$ cat config.mk
export PLATFORM = sky130hd
export DESIGN_NAME = reg_adder
export DESIGN_NICKNAME = d
export VERILOG_FILES = /design/src/rtl/reg_adder.sv
export SDC_FILE = /design/constraint.sdc
export NUM_CORES = 1
export LEC_CHECK = 0
export BUFFER_PORTS_ARGS = -buffer_cell sky130_fd_sc_hd__buf_2
export CORE_AREA = 2 2 39 41
export CTS_BUF_LIST = sky130_fd_sc_hd__clkbuf_8
export DETAILED_ROUTE_END_ITERATION = 12
export DIE_AREA = 0 0 41 43
export PLACE_DENSITY = 0.8
export RECOVER_POWER = 50
export SLEW_MARGIN = 10
export SYNTH_ARGS = -nofsm -noshare
export SYNTH_HDL_FRONTEND = slang
export SYNTH_SLANG_ARGS = --single-unit
$ cat constraint.sdc
create_clock -name clk_i -period 2.3 [get_ports clk_i]
set_clock_uncertainty 0.15 [all_clocks]
set_input_delay 0.46 -clock clk_i [delete_from_list [all_inputs] [get_ports clk_i]]
set_output_delay 0.46 -clock clk_i [all_outputs]
set_load 0.01 [all_outputs]
$ cat src/rtl/reg_adder.sv
// Registered unsigned adder: full-width sum (carry in MSB) presented one clock
// after the operands are sampled, with no combinational path from inputs to out.
`timescale 1ns/1ps

module reg_adder #(
    parameter int NUM = 8
) (
    input  logic           clk_i,
    input  logic           rst_i,
    input  logic [NUM-1:0] i1,
    input  logic [NUM-1:0] i2,
    output logic [NUM:0]   out
);

    // Zero-extend both operands first so the carry lands in the top bit
    // instead of being lost to wraparound.
    function automatic logic [NUM:0] add_zext(
        input logic [NUM-1:0] a,
        input logic [NUM-1:0] b
    );
        return {1'b0, a} + {1'b0, b};
    endfunction

    logic [NUM:0] sum_s;
    logic [NUM:0] sum_r;

    // Next-state sum from the current operands.
    always_comb begin
        sum_s = add_zext(i1, i2);
    end

    // Output register; a low reset overrides whatever operands are present.
    always_ff @(posedge clk_i) begin
        if (!rst_i) begin
            sum_r <= {(NUM+1){1'b0}};
        end else begin
            sum_r <= sum_s;
        end
    end

    assign out = sum_r;

endmodule

==> results.md <==
| Quantity | Reported |
|:---|:---|
| Status | finished clean |
| Die Span Y | 43 um |
| Post-synthesis sequential area ratio | 33.10% |
| CTS buffer count | 3 |
| Flip-flop count of the largest register, all copies and words added | 9 |
| Half-perimeter wire length of the detailed placement result | 836.1 um |
| Global route total overflow | 0 |
| Critical path start-end classification | in2reg |
| Layout Nets | 113 |
| Site row count | 14 |
| Type of element launching the critical path | primary input |
| Combined area of the multi-input logic cells | 356.6 um2 |
| Core box area | 0.001384 mm2 |
| Buffers added on ports | 26 |
| Count of buffers added by post-CTS timing repair for setup | 0 |
| Final antenna-violating net count | 0 |
| Final count of pins violating max slew | 0 |
| Initial Utilization | 39.33% |
| # hold bufs at CTS | 0 |
| Vias per std cell | 4.624 |
| Hold/Removal Path Class | in2reg |
| Largest net degree at the start of global routing | 11 |
| Total Neg Setup Slack | 0 ns |
| DR pass1 iterations | 2 |
| Synthesized netlist cell count | 55 |
| Worst slew pin tran | 0.2219 ns |
| Headroom to the max-slew limit | 85.21% |
| Placed cells | 97 |
| Fin. Hold Viols | 0 |
| Share of post-route cells with drive strength above 1 | 31.76% |
| 1st-iter DRT viols | 1 |
| Number of antenna violations at the first check in global routing | 0 |
| H-tree level count | 1 |
| Final core occ | 52.71% |
| Area used by sequential logic in the layout | 180.2 um2 |
| GP Congestion | 0.7967 |
| Post-detailed-routing wire length | 976 um |
| Max cap viols | 0 |
| Flip-flop and latch count after synthesis | 9 |
| Mapped Area | 544.3 um2 |
| Share of the cycle needed by the critical path after routing | 81.24% |
| Overall die area | 0.001763 mm2 |
| Average wire length per cell after detail routing | 9.663 um |
| Maximum buffer depth of the clock tree | 2 |
| Clock transition at the registers of the reported paths | 0.04 ns |
| Number of instances resized during post-cts repair | 0 |
| Sink count of the clock tree | 9 |
| CTS root buf | sky130_fd_sc_hd__clkbuf_8 |
| Antenna fix cells | 0 |
| Min Clock Period, post-route | 1.869 ns |
| Non-filler cells, final | 101 |
| First-pass GRT wire length | 1511 um |
| I/O pin count | 27 |
| Data arrival time at the worst-slack endpoint | 1.83 ns |
| Power per Cell Area | 649.1 mW/mm2 |
| Synth-to-layout area growth | 34.02% |
| P_leak | 0.3564 nW |
| RSZ-0062 raised after global routing | no |
| Synth unique cells | 25 |
| Maximum operating frequency | 535.2 MHz |
| Peak supply drop | 208.4 uV |
| Horiz. Die Dim | 41 um |
| Commonest non-fill, non-tap cell in the layout | sky130_fd_sc_hd__buf_2 |
| Total of warnings raised by yosys | 0 |
| Overall track demand over capacity in global routing | 13.43% |
| Filler Cell Count | 130 |
| Most used cells in the layout excluding fill and tap cells | sky130_fd_sc_hd__buf_2 (18), sky130_fd_sc_hd__dfxtp_1 (9), sky130_fd_sc_hd__ha_1 (8), sky130_fd_sc_hd__clkbuf_1 (8) |
| Critical Path Fanout Max | 3 |
| Post-synthesis net count | 82 |
| CTS tree | done |
| CP Capture Type | flop |
| Required @ worst endpoint | 2.27 ns |
| Total vias in the final route | 467 |
| Final setup violation count | 0 |
| Mean area per synthesized cell | 9.896 um2 |
| Vias in the first global route | 396 |
| Number of design rule violations left after detail routing | 0 |
==> metrics by stage <==
| stage | setup WS, ns | cell area, um2 | hold slack, ns | power [mW] |
|---|---|---|---|---|
| 2_1_floorplan | 0.3962 | 544.3 | 0.4317 | 0.2640 |
| 3_5_place_dp | 0.1896 | 694.4 | 0.6331 | 0.3097 |
| 4_1_cts | 0.4230 | 739.5 | 0.3951 | 0.4848 |
| 5_1_grt | 0.2832 | 729.5 | 0.4110 | 0.5080 |
| 3_3_place_gp | 0.2203 | 694.4 | 0.6245 | 0.3066 |
| 6_report | 0.4315 | 729.5 | 0.3939 | 0.4735 |
==> layer usage <==
layer	GRT usage, %	up-vias	routed length [um]
met5	0	-	0
met4	14.67	0	44
met3	4.188	4	80
met2	18.13	19	445
met1	14.70	189	407
li1	-	255	-
==> synthesized netlist by cell type <==
| cell | instances | area share, % |
|---|---|---|
| sky130_fd_sc_hd__dfxtp_1 | 9 | 33 |
| sky130_fd_sc_hd__ha_1 | 8 | 18 |
| sky130_fd_sc_hd__and2_1 | 5 | 5.7 |
| sky130_fd_sc_hd__o21ai_0 | 5 | 4.6 |
| sky130_fd_sc_hd__a21oi_1 | 2 | 1.8 |
| sky130_fd_sc_hd__a21oi_2 | 2 | 3.2 |
| sky130_fd_sc_hd__inv_1 | 2 | 1.4 |
| sky130_fd_sc_hd__nand2_1 | 2 | 1.4 |
| sky130_fd_sc_hd__nor2_1 | 2 | 1.4 |
| sky130_fd_sc_hd__o211a_1 | 2 | 3.7 |
| sky130_fd_sc_hd__xor2_1 | 2 | 3.2 |
| sky130_fd_sc_hd__a211oi_1 | 1 | 1.4 |
| sky130_fd_sc_hd__a211oi_2 | 1 | 2.3 |
| sky130_fd_sc_hd__and2_4 | 1 | 1.6 |
| sky130_fd_sc_hd__and3b_1 | 1 | 1.6 |
| sky130_fd_sc_hd__fa_1 | 1 | 3.7 |
| sky130_fd_sc_hd__mux2i_1 | 1 | 1.8 |
| sky130_fd_sc_hd__nand2_2 | 1 | 1.2 |
| sky130_fd_sc_hd__nand2b_1 | 1 | 1.2 |
| sky130_fd_sc_hd__nand3_1 | 1 | 0.92 |
| sky130_fd_sc_hd__nor3_1 | 1 | 0.92 |
| sky130_fd_sc_hd__o21ai_1 | 1 | 0.92 |
| sky130_fd_sc_hd__o21ai_2 | 1 | 1.6 |
| sky130_fd_sc_hd__o21bai_1 | 1 | 1.4 |
| sky130_fd_sc_hd__xnor2_1 | 1 | 1.6 |
==> cell type report <==
type / instances / area share, %
multi-input cells: 44 / 48.89
clock buffers: 3 / 5.660
repair buffers: 26 / 16.47
well taps: 16 / 2.744
inverters: 2 / 1.029
clock inverters: 1 / 0.5146
flip-flops and latches: 9 / 24.70
==> worst paths after layout <==
kind | from | endpoint | slack, ns | cells after the start
setup / recovery | i1[0] | out[6]$_SDFF_PN0_ | 0.43 | 7
hold / removal | rst_i | out[6]$_SDFF_PN0_ | 0.39 | 3
==> power by group <==
| group | switching, mW | internal (mW) | leakage, nW |
|---|---|---|---|
| Clock | 0.0560 | 0.116 | 0.0269 |
| Sequential | 0.00384 | 0.175 | 0.0750 |
| Combinational | 0.0643 | 0.0590 | 0.254 |
| Total | 0.124 | 0.349 | 0.356 |
==> worst max-delay path: stages <==
cell                       delay [ns]
sky130_fd_sc_hd__buf_2           0.10
sky130_fd_sc_hd__ha_1            0.22
sky130_fd_sc_hd__fa_1            0.40
sky130_fd_sc_hd__a21oi_1         0.25
sky130_fd_sc_hd__o21ai_0         0.11
sky130_fd_sc_hd__a211oi_1        0.23
sky130_fd_sc_hd__nor2_1          0.07
==> cell families after synthesis <==
group / count (synthesis) / synth area share (%)
AOI/OAI and AO/OA: 16 / 20.92
xor gates and xnor gates: 3 / 4.828
adders and majority gates: 9 / 22.07
buffers and inverters: 2 / 1.380
DFF: 9 / 33.10
muxes: 1 / 1.839
and+or+nand+nor: 15 / 15.86
Power figures use the tool's default switching activity.
